### src/rtl/sysid_check_master.sv
// rtl/sysid_check_master.sv - Avalon-MM read master that checks system ID and build timestamp (option: SYSID_CHECK_AUTOSTART_EN)
module sysid_check_master #(
   parameter logic [31:0] EXPECTED_ID    = 32'h12345678,
   parameter logic [31:0] EXPECTED_TS    = 32'h5CB5EAE4,
   parameter int          TIMEOUT_CYCLES = 256
) (
   input  logic        clock,
   input  logic        reset,
   input  logic        start,
   output logic        avm_address,
   output logic        avm_read,
   input  logic        avm_waitrequest,
   input  logic [31:0] avm_readdata,
   output logic        busy,
   output logic        done,
   output logic        id_ok,
   output logic        ts_ok,
   output logic        timeout,
   output logic [31:0] id_value,
   output logic [31:0] ts_value
);

   typedef enum logic [1:0] {
      S_IDLE  = 2'd0,
      S_RD_ID = 2'd1,
      S_RD_TS = 2'd2,
      S_FIN   = 2'd3
   } state_t;

   // Last stall count tolerated before a read is abandoned.
   localparam logic [15:0] TO_LAST = 16'(TIMEOUT_CYCLES - 1);

   state_t      r_state;
   logic        r_addr;
   logic        r_read;
   logic        r_busy;
   logic        r_done;
   logic        r_id_ok;
   logic        r_ts_ok;
   logic        r_timeout;
   logic [31:0] r_id_value;
   logic [31:0] r_ts_value;
   logic [15:0] r_cnt;
   logic        w_start;

`ifdef SYSID_CHECK_AUTOSTART_EN
   logic r_auto;

   // High for exactly the first cycle after reset releases: acts as an implicit start.
   always_ff @(posedge clock) begin
      if (reset) r_auto <= 1'b1;
      else       r_auto <= 1'b0;
   end

   assign w_start = start | r_auto;
`else
   assign w_start = start;
`endif

   // Sequencer: two back-to-back reads, compare, then report; all outputs registered.
   always_ff @(posedge clock) begin
      if (reset) begin
         r_state    <= S_IDLE;
         r_addr     <= 1'b0;
         r_read     <= 1'b0;
         r_busy     <= 1'b0;
         r_done     <= 1'b0;
         r_id_ok    <= 1'b0;
         r_ts_ok    <= 1'b0;
         r_timeout  <= 1'b0;
         r_id_value <= 32'd0;
         r_ts_value <= 32'd0;
         r_cnt      <= 16'd0;
      end else begin
         case (r_state)
            S_IDLE: begin
               if (w_start) begin
                  r_state   <= S_RD_ID;
                  r_read    <= 1'b1;
                  r_addr    <= 1'b0;
                  r_busy    <= 1'b1;
                  r_done    <= 1'b0;
                  r_id_ok   <= 1'b0;
                  r_ts_ok   <= 1'b0;
                  r_timeout <= 1'b0;
                  r_cnt     <= 16'd0;
               end
            end
            S_RD_ID: begin
               if (!avm_waitrequest) begin
                  // Read stays asserted; only the address moves to the timestamp word.
                  r_id_value <= avm_readdata;
                  r_id_ok    <= (avm_readdata == EXPECTED_ID);
                  r_cnt      <= 16'd0;
                  r_addr     <= 1'b1;
                  r_state    <= S_RD_TS;
               end else if (r_cnt == TO_LAST) begin
                  r_read    <= 1'b0;
                  r_timeout <= 1'b1;
                  r_state   <= S_FIN;
               end else if (r_cnt != 16'hFFFF) begin
                  r_cnt <= r_cnt + 16'd1;
               end
            end
            S_RD_TS: begin
               if (!avm_waitrequest) begin
                  r_ts_value <= avm_readdata;
                  r_ts_ok    <= (avm_readdata == EXPECTED_TS);
                  r_read     <= 1'b0;
                  r_state    <= S_FIN;
               end else if (r_cnt == TO_LAST) begin
                  r_read    <= 1'b0;
                  r_timeout <= 1'b1;
                  r_state   <= S_FIN;
               end else if (r_cnt != 16'hFFFF) begin
                  r_cnt <= r_cnt + 16'd1;
               end
            end
            S_FIN: begin
               r_busy  <= 1'b0;
               r_done  <= 1'b1;
               r_state <= S_IDLE;
            end
            default: r_state <= S_IDLE;
         endcase
      end
   end

   assign avm_address = r_addr;
   assign avm_read    = r_read;
   assign busy        = r_busy;
   assign done        = r_done;
   assign id_ok       = r_id_ok;
   assign ts_ok       = r_ts_ok;
   assign timeout     = r_timeout;
   assign id_value    = r_id_value;
   assign ts_value    = r_ts_value;

endmodule

### config.mk
export PLATFORM = sky130hd
export DESIGN_NAME = sysid_check_master
export DESIGN_NICKNAME = d
export VERILOG_FILES = /design/src/rtl/sysid_check_master.sv
export SDC_FILE = /design/constraint.sdc
export NUM_CORES = 1
export LEC_CHECK = 0
export BUFFER_PORTS_ARGS = -buffer_cell sky130_fd_sc_hd__buf_2
export CAP_MARGIN = 5
export CORE_MARGIN = 2
export CORE_UTILIZATION = 46
export CTS_CLUSTER_SIZE = 16
export DETAILED_ROUTE_END_ITERATION = 10
export PLACE_DENSITY = 0.83
export SYNTH_ARGS = -nofsm -noshare
export SYNTH_HDL_FRONTEND = slang
export SYNTH_SLANG_ARGS = --single-unit
### constraint.sdc
create_clock -name clock -period 2.2 [get_ports clock]
set_clock_uncertainty 0.15 [all_clocks]
set_input_delay 0.33 -clock clock [delete_from_list [all_inputs] [get_ports clock]]
set_output_delay 0.33 -clock clock [all_outputs]
set_load 0.005 [all_outputs]
After elaboration in Yosys (flattened, before gate mapping)

Index checks and enable logic that the tools add are counted.

Register bits: 89
Input bits: 36
Word-level logic and storage cells: 70

Add/sub/neg operators: 1
Eq/ne operators: 14
Muxes and demuxes: 28
Bitwise operators: 1
Reduce and logical (&&, ||, !) cells: 15

Operator list:

| operator                                               | count |
|---|---|
| 2-to-1 mux 16 bit                                      | 5 |
| case mux 16 bit (3 select lines)                       | 1 |
| equality test 32 x 29 -> 1 bit (second input constant) | 1 |
| equality test 32 x 31 -> 1 bit (second input constant) | 1 |
| adder 16 x 1 -> 16 bit (second input constant)         | 1 |
| equality test 16 x 8 -> 1 bit (second input constant)  | 1 |
| inequality test 16 bit (second input constant)         | 1 |
| case mux 1 bit (2 select lines)                        | 6 |
| AND reduction 3 bit                                    | 4 |
| 2-to-1 mux 1 bit                                       | 10 |
| inequality test 2 bit (second input constant)          | 5 |
| 2-to-1 mux 2 bit                                       | 4 |
| case mux 2 bit (4 select lines)                        | 1 |
| nonzero test 2 bit                                     | 4 |
| AND reduction 2 bit                                    | 3 |
| equality test 2 bit (second input constant)            | 2 |
| inequality test 2 x 1 -> 1 bit (second input constant) | 2 |
| AND reduction 4 bit                                    | 1 |
| case mux 1 bit (3 select lines)                        | 1 |
| nonzero test 3 bit                                     | 1 |
| equality test 2 x 1 -> 1 bit (second input constant)   | 1 |
| zero test 2 bit                                        | 1 |
| OR reduction 2 bit                                     | 1 |
| inverter 1 bit                                         | 1 |

Logic depth before layout (Yosys ltp)

Gate-level depths: netlist (run 1).

Depth after elaboration: 5
Depth in mapped cells: 10
Gate-level depth less buffers: 7

Least setup slack after synthesis (run 1)

No wires, ideal clock.

Path type: register -> register
Start: reg r_state[0]
End: reg r_cnt[9]
Setup time: 0.059 ns
Arrival: 1.988 ns
Data required time: 1.991 ns
Slack: 0.003 ns
Cell stages (with the launch flop): 10
Path buffers: 2
Period minus slack after synthesis: 2.197 ns
Cell sequence: dfxtp_1 inv_1 ha_1 buf_2 nor2b_4 buf_6 nor3_4 o211ai_4 or4_1 nand2_1

Cells in the longest elaborated chain, start to end: 3
Elaborated cells between the ends (all ways): 8

Ends and longest elaborated chain:

| element                                                               | line | RTL |
|---|---|---|
| start, declared                                                       | 33   | `state_t r_state;` |
| start signal, assigned                                                | 63   | `r_state <= S_IDLE;` |
| start signal, assigned                                                | 78   | `r_state <= S_RD_ID;` |
| start signal, assigned                                                | 96   | `r_state <= S_RD_TS;` |
| equality test 2 bit, or another cell as far along                     | 75   | `case (r_state)` |
| inequality test 2 bit (no line) or nonzero test 3 bit (tied branches) | -    |  |
| AND reduction 3 bit (no line)                                         | -    |  |
| end signal, assigned                                                  | 102  | `r_cnt <= r_cnt + 16'd1;` |
| end signal, assigned                                                  | 116  | `r_cnt <= r_cnt + 16'd1;` |
| end, declared                                                         | 43   | `logic [15:0] r_cnt;` |

Several ways; a longest one is shown, not always the timed one.
A chain may end at the register's enable or synchronous reset.

Worst setup path after layout (run 1)

Same ends and word-level chain as after synthesis.

==> results of run 1 <==
==> worst max-delay path, stage by stage (launching register included) <==
cell	delay [ps]
dfxtp_2	350
inv_1	90
ha_1	210
nor2b_1	170
nor3_4	240
o211ai_4	110
buf_12	160
or4_1	490
nand2_1	90
==> what timing repair did <==
item	4_1_cts	5_1_grt
setup buffers	0	2
setup endpoints to repair	0	12
resized for setup	0	2
==> power groups by stage <==
stage	clock network, µW	logic (µW)	registers (µW)
4_1_cts	1110	1380	1910
2_1_floorplan	0	872	1950
6_report	1090	1460	1910
3_3_place_gp	0	1320	1940
3_5_place_dp	0	1370	1950
5_1_grt	1180	1630	1930
==> stage by stage <==
step / worst slack [ps] / hold slack [ps]
3_5_place_dp: 82.3 / 294
2_1_floorplan: 2.93 / 298
5_1_grt: -13.1 / 50.0
6_report: 58.5 / 47.9
4_1_cts: 39.1 / 44.7
3_3_place_gp: 183 / 288
==> layer usage <==
layer  vias up  wire length (µm)  global-route usage (%)
met1      1701              4200                    28.8
li1       1834                 -                       -
met2       155              5070                    40.5
met4         0               220                    10.9
met3        18               789                    4.98
met5         -                 0                       0
==> placed cells by master (no fill, tap or decap), drive strengths merged, types with 5 or more instances in the layout <==
| cell | Yosys | layout |
|---|---|---|
| nand4 | 7 | 7 |
| nor4 | 7 | 7 |
| dfxtp | 89 | 89 |
| nor4b | 5 | 5 |
| inv | 5 | 10 |
| or3 | 9 | 9 |
| a21oi | 85 | 85 |
| buf | 9 | 124 |
| ha | 6 | 6 |
| o21ai | 15 | 15 |
| nand2 | 144 | 144 |
| clkbuf | 20 | 9 |
| nand3 | 11 | 11 |
| nor3 | 6 | 6 |
| and4 | 5 | 5 |
| nor2 | 11 | 11 |
==> kinds of logic (layout without fill, tap and decap cells) <==
family,count (synthesis),in the layout,synth area share (%)
AOI/OAI and AO/OA,116,116,17.1
xor gates and xnor gates,1,1,0.236
adders and majority gates,6,6,2.02
buffers and inverters,34,145,4.08
DFF,89,89,48.0
and+or+nand+nor,225,225,28.5
==> area by class of cell <==
class / instances / area share [%]
flip-flops and latches: 89 / 39.0
multi-input cells: 348 / 38.9
repair buffers: 124 / 14.8
well taps: 102 / 2.79
clock buffers: 9 / 2.71
clock inverters: 7 / 1.34
inverters: 5 / 0.411
==> flip-flops by register name, summed over array words and instances, names as in the netlist <==
signal and flops:
avm_address 1, ts_ok 1, id_ok 1, done 1, id_value 32, busy 1
r_state 2, timeout 1, r_cnt 16, ts_value 32, avm_read 1
==> worst paths after layout <==
check                                 start                   endpoint  slack (ps)  depth (start not counted)
setup / recovery    r_state[0]$_SDFFE_PP0P_      r_cnt[9]$_SDFFE_PP0P_          60                          8
hold / removal             avm_readdata[28]  ts_value[28]$_SDFFE_PP0P_          50                          3
setup reg to reg    r_state[0]$_SDFFE_PP0P_      r_cnt[9]$_SDFFE_PP0P_          60                          8
hold reg to reg   ts_value[30]$_SDFFE_PP0P_  ts_value[30]$_SDFFE_PP0P_         310                          2
==> flow_summary.ini, run 1 <==
[run_status]
status = complete, no violations

[yosys]
ys_ff_latch = 89
syn_inst = 471
synth_edf_count = 0
ys_types = 42
yosysTopAreaCell = dfxtp_1
synth_top_area_share_pct = 48.0
yosysMostFrequentCell = nand2_1
syn_avg_cell_area_um2 = 7.87
synth_flop_cell = dfxtp_1
synth_warnings = 0
synth_common_cells = 144 x nand2_1, 89 x dfxtp_1, 85 x a21oi_1
ys_seq_area_share_pct = 48.0
synthesis.nets = 513
syn-cell-area_mm2 = 0.00371
async_flop_share_pct = 0
synth_area_leaders = dfxtp_1 48%, nand2_1 15%, a21oi_1 11%, clkbuf_1 2.0%, ha_1 2.0%

[global_route]
grt_overflow_total = 0
track_usage_pct = 23.8
antenna_found_initial = 0
grt_pass1_vias = 3490
grt_pass1_wl_um = 16400
grt_max_degree = 41

[power]
power.share.sequential_pct = 42.9
p_per_area_mw_per_mm2 = 976
power_uw = 4460
netSwitchingPower_uw = 1630
combPwrFrac_pct = 32.6
leakage_uw = 0.00187
power.share.clock_pct = 24.5
switching_share_pct = 36.6
power.internal_uw = 2830
peakVddDrop_uv = 455

[flow_run]
maxCapViolations = 0

[timing]
hold_viol = 0
tightest_slew_ps = 510
setup_viol = 0
tns_ps = 0
fin_crit_ps = 2140
fin_crit_sh_pct = 97.3
relSlewSlack_pct = 65.6
finalMaxSlewViolations = 0
fmax_mhz = 467

[placement]
dp_hpwl_um = 7440
numPortBuffers = 106
dp.cells = 666
dpl_cell_area_mm2 = 0.00436
place.gp.congestion = 0.868

[floorplanning]
die_area_mm2 = 0.00880
die_h_um = 93.8
core_area_mm2 = 0.00777
die_x_um = 93.8
num_rows = 32
io_pins = 107
start_util_pct = 47.7

[routing]
routed_via_density = 5.42
drtIter0Drc = 181
drc = 0
wire_per_inst_um = 15.0
ant_nets = 0
drtPass1Iterations = 4
wirelength_um = 10300
vias = 3708

[final_layout]
stdcell_area_mm2 = 0.00457
num-fill-cells = 744
seqCellArea_mm2 = 0.00178
syn_to_final_growth_pct = 23.3
fin_util_pct = 58.9
layout.nets = 619
drive_gt1_share_pct = 25.4
fin_cells = 684
antenna_cells = 0
multi_input_area_mm2 = 0.00178

[clocking]
cts-htree-levels = 3
clockBufferDepth = 2
cts_buffers = 9
insertion_delay_ps = 380
root_buffer = clkbuf_8
ctsHoldBuffers = 0
cts_tree = done
cts_sinks = 89
clkTransAtPathRegs_ps = 100

[setup_path]
cp.arrival_ps = 2310
cp-end-kind = flip-flop
path_class = reg -> reg
worst_setup_path_start_kind = flip-flop
cp_max_fo = 19
critPathRequiredTime_ps = 2370

[min_path]
hp-class = in -> reg
Note: power is estimated with default switching activity, not from simulation.
==> inputs of run 2 (changes only) <==
Settings changed: REMOVE_ABC_BUFFERS from default to 1.
==> flow_summary.ini, run 2 (synthesized netlist as in run 1, its figures left out) <==
[run_status]
status = complete, no violations

[setup_path]
rr_endpoint = r_cnt[9]$_SDFFE_PP0P_
r2r_start = r_state[0]$_SDFFE_PP0P_
path_class = reg -> reg
reg2reg_slack_ps = 110
cp-end-kind = flip-flop
critPathRequiredTime_ps = 2350
reg2regPathDepth = 8
worst_setup_path_start_kind = flip-flop
cp_max_fo = 4
cp.arrival_ps = 2240

[clocking]
root_buffer = clkbuf_8
cts_buffers = 9
ctsHoldBuffers = 0
insertion_delay_ps = 360
cts_sinks = 89
clkTransAtPathRegs_ps = 100
cts_tree = done
cts-htree-levels = 3
clockBufferDepth = 2

[floorplanning]
start_util_pct = 47.7
die_area_mm2 = 0.00880
core_area_mm2 = 0.00777
die_h_um = 93.8
io_pins = 107
num_rows = 32
die_x_um = 93.8

[routing]
drtPass1Iterations = 5
wirelength_um = 9630
ant_nets = 0
vias = 3799
routed_via_density = 5.59
wire_per_inst_um = 14.2
drtIter0Drc = 281
drc = 0

[final_layout]
layout.nets = 615
syn_to_final_growth_pct = 22.3
fin_cells = 680
drive_gt1_share_pct = 25.3
layout_commonest_cell = nand2_1
antenna_cells = 0
final_cell_mix = 144 x nand2_1, 106 x buf_2, 87 x dfxtp_1

[power]
p_per_area_mw_per_mm2 = 957
peakVddDrop_uv = 385
power_uw = 4340
leakage_uw = 0.00186

[timing]
relSlewSlack_pct = 60.7
setup_viol = 0
tns_ps = 0
fin_crit_ps = 2090
finalMaxSlewViolations = 0
setup_slack_ps = 105
fmax_mhz = 477
tightest_slew_ps = 590
hold_viol = 0
holdWs_ps = 64.5
fin_crit_sh_pct = 95.2

[placement]
place.gp.congestion = 0.898
pre_cts_ws_ps = 58.5
dp.cells = 663
dp_hpwl_um = 6840
numPortBuffers = 106

[min_path]
min_to = id_value[5]$_SDFFE_PP0P_
worstHoldPathCells = 3
hp-start = avm_readdata[5]
hp-class = in -> reg

[global_route]
grt_max_degree = 61
track_usage_pct = 21.8
grt_pass1_vias = 3482
grt_overflow_total = 0
grt_pass1_wl_um = 15500
antenna_found_initial = 0

[flow_run]
maxCapViolations = 0
## run 2: cell types whose count changed in the layout (fill, tap and decap cells not counted), sizes merged
cell | before | now
clkinv | 0 | 6
buf | 124 | 120
inv | 10 | 6
clkinvlp | 2 | 0
## run 2: layout make-up
cell class                 instances  area (µm²)
sequential                        89        1780
fill                             688        3230
multi-input combinational        348        1790
timing repair buffer             120         636
clock buffer                       9         124
clock inverter                     7        57.6
tap                              102         128
inverter                           5        18.8
## run 2: where the power goes
part / internal, µW / switching [µW] / leakage [µW]
Sequential: 1800 / 108 / 0.000722
Clock: 422 / 604 / 0.0000961
Combinational: 547 / 853 / 0.00104
## run 2: what timing repair did
| action | in CTS | in global routing |
|---|---|---|
| pin swaps | 2 | 3 |
| setup endpoints to repair | 1 | 13 |
| resized for setup | 1 | 5 |
| setup buffers | 1 | 0 |
## run 2: per-layer routing
metal | vias to the layer above | GRT usage (%) | share of wire [%]
li1 | 1826 | - | -
met1 | 1798 | 27.2 | 43
met2 | 159 | 37.4 | 48
met3 | 16 | 3.93 | 7.8
met4 | 0 | 8.21 | 1.6
met5 | - | 0 | 0
## run 2: worst max path at each step
stage	startpoint	end	slack, ps
floorplan	r_state[1]$_SDFFE_PP0P_	id_ok$_SDFFE_PP0P_	-450
global placement	r_state[0]$_SDFFE_PP0P_	r_cnt[9]$_SDFFE_PP0P_	110
detailed placement	r_state[0]$_SDFFE_PP0P_	r_cnt[9]$_SDFFE_PP0P_	60
CTS	r_state[0]$_SDFFE_PP0P_	r_cnt[9]$_SDFFE_PP0P_	30
global route	r_state[0]$_SDFFE_PP0P_	r_cnt[9]$_SDFFE_PP0P_	-2
finish	r_state[0]$_SDFFE_PP0P_	r_cnt[9]$_SDFFE_PP0P_	110
## run 2: stage by stage
stage                     area (µm²)  util, %
after global routing            4530     58.4
after floorplan                 3580        -
after global placement          4330     55.8
after CTS                       4530     58.3
after detailed placement        4330     55.8
final                           4530     58.4
## run 2: worst max-delay path, stage by stage (launching register included)
cell,delay (ps)
dfxtp_2,350
inv_1,120
ha_1,210
nor2b_4,190
nor3_4,70
buf_4,170
a21o_1,200
or4_1,510
nand2_1,70
